<file path="config.mk">
export PLATFORM = sky130hd
export DESIGN_NAME = fetch_prefetch
export DESIGN_NICKNAME = d
export VERILOG_FILES = /design/src/rtl/fetch_pkg.sv /design/src/rtl/fetch_fifo.sv /design/src/rtl/fetch_prefetch.sv
export SDC_FILE = /design/constraint.sdc
export NUM_CORES = 1
export LEC_CHECK = 0
export CAP_MARGIN = 15
export CORE_AREA = 2 2 166 168
export DETAILED_ROUTE_END_ITERATION = 10
export DIE_AREA = 0 0 168 170
export PLACE_DENSITY = 0.72
export SETUP_SLACK_MARGIN = 0.2
export SYNTH_ARGS = -nofsm -noshare
export SYNTH_HDL_FRONTEND = slang
export SYNTH_SLANG_ARGS = --single-unit
</file>
<file path="constraint.sdc">
create_clock -name clk -period 4.01 [get_ports clk]
set_input_delay 0.802 -clock clk [delete_from_list [all_inputs] [get_ports clk]]
set_output_delay 0.802 -clock clk [all_outputs]
set_load 0.005 [all_outputs]
</file>
<file path="src/rtl/fetch_pkg.sv">
// Shared types and constants for the instruction-fetch front end.
// Latency: n/a (types only).
// Backpressure: n/a.
package fetch_pkg;

    localparam int unsigned XLEN_DEF = 32;
    localparam int unsigned ILEN_DEF = 32;

    // Byte distance between consecutive instruction words
    localparam logic [XLEN_DEF-1:0] PC_STEP = 32'd4;

    // One buffered fetch result as presented to decode
    typedef struct packed {
        logic [XLEN_DEF-1:0] pc;
        logic [ILEN_DEF-1:0] instr;
    } fetch_entry_t;

endpackage

</file>
<file path="src/rtl/fetch_fifo.sv">
// Synchronous FIFO of fetch entries with single-cycle flush.
// Latency: a pushed entry is visible at the head on the following cycle.
// Backpressure: none internally; the caller must not push when full or pop when empty.
module fetch_fifo
    import fetch_pkg::*;
#(
    parameter int unsigned DEPTH = 4,
    localparam int unsigned AW   = $clog2(DEPTH),
    localparam int unsigned CW   = $clog2(DEPTH + 1)
) (
    input  logic          clk,
    input  logic          rst_n,
    input  logic          push_i,
    input  fetch_entry_t  push_dat_i,
    input  logic          pop_i,
    input  logic          flush_i,
    output fetch_entry_t  head_o,
    output logic [CW-1:0] count_o,
    output logic          empty_o,
    output logic          full_o
);

    fetch_entry_t  mem_q [DEPTH];
    logic [AW-1:0] wr_ptr_q, rd_ptr_q;
    logic [CW-1:0] count_q;

    // Pointer and occupancy bookkeeping; flush wins over push/pop
    always_ff @(posedge clk or negedge rst_n) begin
        if (!rst_n) begin
            wr_ptr_q <= '0;
            rd_ptr_q <= '0;
            count_q  <= '0;
        end else if (flush_i) begin
            wr_ptr_q <= '0;
            rd_ptr_q <= '0;
            count_q  <= '0;
        end else begin
            if (push_i) wr_ptr_q <= wr_ptr_q + AW'(1);
            if (pop_i)  rd_ptr_q <= rd_ptr_q + AW'(1);
            count_q <= count_q + CW'(push_i) - CW'(pop_i);
        end
    end

    // Storage array; data needs no reset since occupancy gates visibility
    always_ff @(posedge clk) begin
        if (push_i && !flush_i) mem_q[wr_ptr_q] <= push_dat_i;
    end

    assign head_o  = mem_q[rd_ptr_q];
    assign count_o = count_q;
    assign empty_o = (count_q == '0);
    assign full_o  = (count_q == CW'(DEPTH));

endmodule

</file>
<file path="src/rtl/fetch_prefetch.sv">
// Instruction-fetch front end: owns the PC, prefetches sequential words, streams {pc,instr} to decode.
// Latency: redirect -> first instr_valid at target = 1 + memory latency + 1 cycles minimum.
// Backpressure: requests stop once in-flight plus buffered words reach DEPTH; optional FETCH_MISALIGN_EN halts on misaligned targets.
module fetch_prefetch
    import fetch_pkg::*;
#(
    parameter int unsigned     XLEN     = XLEN_DEF,
    parameter int unsigned     ILEN     = ILEN_DEF,
    parameter int unsigned     DEPTH    = 4,
    parameter logic [XLEN-1:0] RESET_PC = '0
) (
    input  logic            clk,
    input  logic            rst_n,
    input  logic            redirect_valid,
    input  logic [XLEN-1:0] redirect_target,
    output logic            imem_req_valid,
    input  logic            imem_req_ready,
    output logic [XLEN-1:0] imem_req_addr,
    input  logic            imem_rsp_valid,
    input  logic [ILEN-1:0] imem_rsp_data,
    output logic            instr_valid,
    input  logic            instr_ready,
    output logic [XLEN-1:0] instr_pc,
    output logic [ILEN-1:0] instr_data
`ifdef FETCH_MISALIGN_EN
    ,
    output logic            fetch_misaligned
`endif
);

    localparam int unsigned CW = $clog2(DEPTH + 1);

    logic [XLEN-1:0] pc_q, pc_d, rsp_pc_q, rsp_pc_d, target_ld;
    logic [CW-1:0]   outstanding_q, outstanding_d, drop_cnt_q, drop_cnt_d, q_count;
    logic            running_q, halted, credit_ok, req_fire, rsp_drop, push, pop, q_empty, q_full;
    fetch_entry_t    push_entry, head;

`ifdef FETCH_MISALIGN_EN
    logic halted_q;

    // Misaligned redirect halts issue until an aligned redirect arrives
    always_ff @(posedge clk or negedge rst_n) begin
        if (!rst_n)              halted_q <= 1'b0;
        else if (redirect_valid) halted_q <= (redirect_target[1:0] != 2'b00);
    end

    assign halted           = halted_q;
    assign fetch_misaligned = halted_q;
    assign target_ld        = redirect_target;
`else
    assign halted    = 1'b0;
    assign target_ld = redirect_target & ~XLEN'(3);
`endif

    // Words already requested plus words buffered may never exceed the queue size
    assign credit_ok      = ({1'b0, outstanding_q} + {1'b0, q_count}) < (CW + 1)'(DEPTH);
    assign imem_req_valid = running_q && !redirect_valid && credit_ok && !halted;
    assign imem_req_addr  = pc_q;
    assign req_fire       = imem_req_valid && imem_req_ready;

    // Responses owed to a flushed path are swallowed until drop_cnt reaches zero
    assign rsp_drop = imem_rsp_valid && (drop_cnt_q != '0);
    assign push     = imem_rsp_valid && (drop_cnt_q == '0) && !redirect_valid && !q_full;
    assign pop      = instr_valid && instr_ready && !redirect_valid;

    assign push_entry.pc    = rsp_pc_q;
    assign push_entry.instr = imem_rsp_data;

    // Next-state for PCs and counters; redirect overrides normal progress
    always_comb begin
        pc_d          = pc_q;
        rsp_pc_d      = rsp_pc_q;
        drop_cnt_d    = drop_cnt_q;
        outstanding_d = outstanding_q + CW'(req_fire) - CW'(imem_rsp_valid);
        if (redirect_valid) begin
            pc_d       = target_ld;
            rsp_pc_d   = target_ld;
            drop_cnt_d = outstanding_q - CW'(imem_rsp_valid);
        end else begin
            if (req_fire) pc_d = pc_q + XLEN'(PC_STEP);
            if (rsp_drop) drop_cnt_d = drop_cnt_q - CW'(1);
            if (push)     rsp_pc_d = rsp_pc_q + XLEN'(PC_STEP);
        end
    end

    // Fetch state registers
    always_ff @(posedge clk or negedge rst_n) begin
        if (!rst_n) begin
            pc_q          <= RESET_PC;
            rsp_pc_q      <= RESET_PC;
            outstanding_q <= '0;
            drop_cnt_q    <= '0;
            running_q     <= 1'b0;
        end else begin
            pc_q          <= pc_d;
            rsp_pc_q      <= rsp_pc_d;
            outstanding_q <= outstanding_d;
            drop_cnt_q    <= drop_cnt_d;
            running_q     <= 1'b1;
        end
    end

    fetch_fifo #(.DEPTH(DEPTH)) u_fifo (
        .clk        (clk),
        .rst_n      (rst_n),
        .push_i     (push),
        .push_dat_i (push_entry),
        .pop_i      (pop),
        .flush_i    (redirect_valid),
        .head_o     (head),
        .count_o    (q_count),
        .empty_o    (q_empty),
        .full_o     (q_full)
    );

    assign instr_valid = !q_empty;
    assign instr_pc    = head.pc;
    assign instr_data  = head.instr;

endmodule
</file>
==> results.sh <==
export IMPL_status="complete, no violations"
export IMPL_finalSetupViolCount=0
export IMPL_cts_buffers=34
export IMPL_layout_min_cycle_time_ns=3.42
export IMPL_dpl_hpwl_um=18000
export IMPL_report_final_hold_viol_count=0
export IMPL_synth_cell_type_count=54
export IMPL_grt_max_degree=47
export IMPL_num_nets_final=1081
export IMPL_finalWeightedCongestion=0.854
export IMPL_diodes=0
export IMPL_placed_area_um2=15400
export IMPL_synth_area_um2=13300
export IMPL_rows=60
export IMPL_postSynth_asyncResetShare=0.230
export IMPL_crit_path_max_fanout=26
export IMPL_ys_ff_latch=322
export IMPL_core_area_um2=26700
export IMPL_tightestPinTransition_ns=0.895
export IMPL_finalMaxSlewViolations=0
export IMPL_powerDensity_nw_per_um2=549
export IMPL_start_util=0.498
export IMPL_firstDrtPassIters=5
export IMPL_grt_usage=0.195
export IMPL_maxSlewHeadroom=0.401
export IMPL_port_buffers=161
export IMPL_ir_drop_mv=0.322
export IMPL_post_route_util=0.619
export IMPL_finalSetupTns_ns=0
export IMPL_clkTransAtPathRegs_ns=0.06
export IMPL_syn_area_per_cell_um2=16.3
export IMPL_cts_max_path_buffers=3
export IMPL_synth_edf_count=248
export IMPL_layout_common_cells="248 x edfxtp_1, 160 x clkdlybuf4s50_1, 72 x dfrtp_1"
export IMPL_hp_class="in -> async"
export IMPL_cts_setup_buffers=0
export IMPL_cts_tree="done"
export IMPL_rsz0062_at_grt="no"
export IMPL_fp_dieH_um=170
export IMPL_die_w_um=168
export IMPL_leakagePower_nw=5.65
export IMPL_via_per_inst=5.80
export IMPL_crit_arrival_ns=2.62
export IMPL_wirelength_um=27400
export IMPL_die_area_um2=28600
export IMPL_cts_hold_buffers=0
export IMPL_cts_resized=0
export IMPL_ys_seq_area_frac=0.701
export IMPL_synthFlopType="edfxtp_1"
export IMPL_placedCellCount=1298
export IMPL_grt_antenna_before_repair=0
export IMPL_htree_levels=2
export IMPL_grt_pass1_vias=7914
export IMPL_vias=7894
export IMPL_drt_iter0_drc=806
export IMPL_root_buffer="clkbuf_16"
export IMPL_timing_fmax_mhz=292
export IMPL_grt_pass1_wl_um=43300
export IMPL_antenna_left=0
export IMPL_cts_num_sinks=322
export IMPL_wire_per_inst_um=20.2
export IMPL_drive_above_1_share=0.149
export IMPL_drc_errors=0
export IMPL_area_growth_pct=24.3
export IMPL_endpoint_kind="output port"
export IMPL_min_period_over_period=0.853
export IMPL_skew_ns=0.0104
export IMPL_layout_cells_non_filler=1360
export IMPL_critPathKind="reg -> out"
export IMPL_final_cell_area_um2=16500
export IMPL_grt_overflow=0
export IMPL_num_io_pins=168
export IMPL_clkLatencyLatePin_ns=0.50
export IMPL_cp_data_required_time_ns=3.21
export IMPL_yosysWarnings=0
export IMPL_final_common_cell="edfxtp_1"
export IMPL_drv_cap=0
export IMPL_synthCells=814
export IMPL_critPathLaunchType="flop"
-- per-stage QoR --
step / power (mW) / hold WS (ns) / worst slack (ns)
after floorplan: 5.11 / 0.471 / 0.207
final: 9.06 / 0.416 / 0.589
after global routing: 9.45 / 0.469 / 0.444
after CTS: 9.16 / 0.431 / 0.528
after global placement: 5.99 / 0.526 / 0.721
after detailed placement: 6.04 / 0.530 / 0.739
-- report_power, final --
| part | internal (mW) | switching (mW) |
|---|---|---|
| Combinational | 1.09 | 0.712 |
| Clock | 1.91 | 1.21 |
| Sequential | 3.85 | 0.293 |
| Total | 6.84 | 2.21 |
-- registers in the layout, summed over array words and instances (netlist names), 2 cells and up --
signal,count
rsp_pc_q,30
drop_cnt_q,3
u_fifo.rd_ptr_q,2
outstanding_q,3
u_fifo.count_o,3
u_fifo.mem_q,248
imem_req_addr,30
u_fifo.wr_ptr_q,2
-- worst paths after layout --
kind	from	endpoint	slack, ns	cells past startpoint
max	u_fifo.rd_ptr_q[0]	instr_pc[18]	0.59	3
min	rst_n	imem_req_addr[31]	0.42	1
max reg2reg	drop_cnt_q[0]	rsp_pc_q[30]	1.56	10
min reg2reg	outstanding_q[0]	outstanding_q[0]	0.54	1
max in group asynchronous	rst_n	imem_req_addr[15]	2.88	2
min in group clk	outstanding_q[0]	outstanding_q[0]	0.54	1
-- cells by family (layout without fill, tap and decap cells) --
| logic type | Yosys count | in the layout | share of synthesized area |
|---|---|---|---|
| AOI/OAI and AO/OA | 121 | 121 | 0.0622 |
| xor gates and xnor gates | 17 | 17 | 0.0112 |
| adders and majority gates | 18 | 18 | 0.0181 |
| buffers and inverters | 69 | 271 | 0.0229 |
| DFF | 322 | 322 | 0.701 |
| muxes | 65 | 65 | 0.108 |
| other | 2 | 5 | 0.000566 |
| and+or+nand+nor | 200 | 200 | 0.0765 |
-- synthesized netlist by cell type, types with 5 or more instances --
| cell | instances | area (um2) |
|---|---|---|
| a21oi_1 | 10 | 50.1 |
| a31oi_1 | 8 | 50.1 |
| a41oi_1 | 6 | 52.6 |
| and2_1 | 8 | 50.1 |
| and3_1 | 7 | 43.8 |
| buf_2 | 11 | 55.1 |
| buf_4 | 6 | 45.0 |
| clkbuf_1 | 22 | 82.6 |
| dfrtp_1 | 74 | 1850 |
| edfxtp_1 | 248 | 7450 |
| ha_1 | 16 | 200 |
| inv_1 | 24 | 90.1 |
| mux4_2 | 62 | 1400 |
| nand2_1 | 68 | 255 |
| nand3_1 | 28 | 140 |
| nand4_1 | 26 | 163 |
| nor2_1 | 24 | 90.1 |
| nor3_1 | 9 | 45.0 |
| o211ai_1 | 23 | 173 |
| o21ai_0 | 37 | 185 |
| o311ai_0 | 13 | 114 |
| o311ai_1 | 6 | 52.6 |
| or4_1 | 6 | 45.0 |
| xnor2_1 | 5 | 43.8 |
| xor2_1 | 12 | 105 |
-- layer usage --
| metal | part of all wire | track usage |
|---|---|---|
| met5 | 0 | 0 |
| met2 | 0.48 | 0.315 |
| met1 | 0.44 | 0.280 |
| met4 | 0.015 | 0.0454 |
| met3 | 0.066 | 0.0349 |
-- final cells by class --
type	instances	area (um2)
Clock buffer	47	983
Clock inverter	15	146
Fill cell	1929	10200
Inverter	26	97.6
Multi-Input combinational cell	426	3680
Sequential cell	322	9300
Tap cell	341	427
Timing Repair Buffer	183	1860
-- critical path, cell delays in order (launching register included) --
cell             delay, ns
dfrtp_4               0.77
buf_4                 0.30
mux4_2                0.53
clkdlybuf4s50_1       0.47
Note: power is estimated with default switching activity, not from simulation.
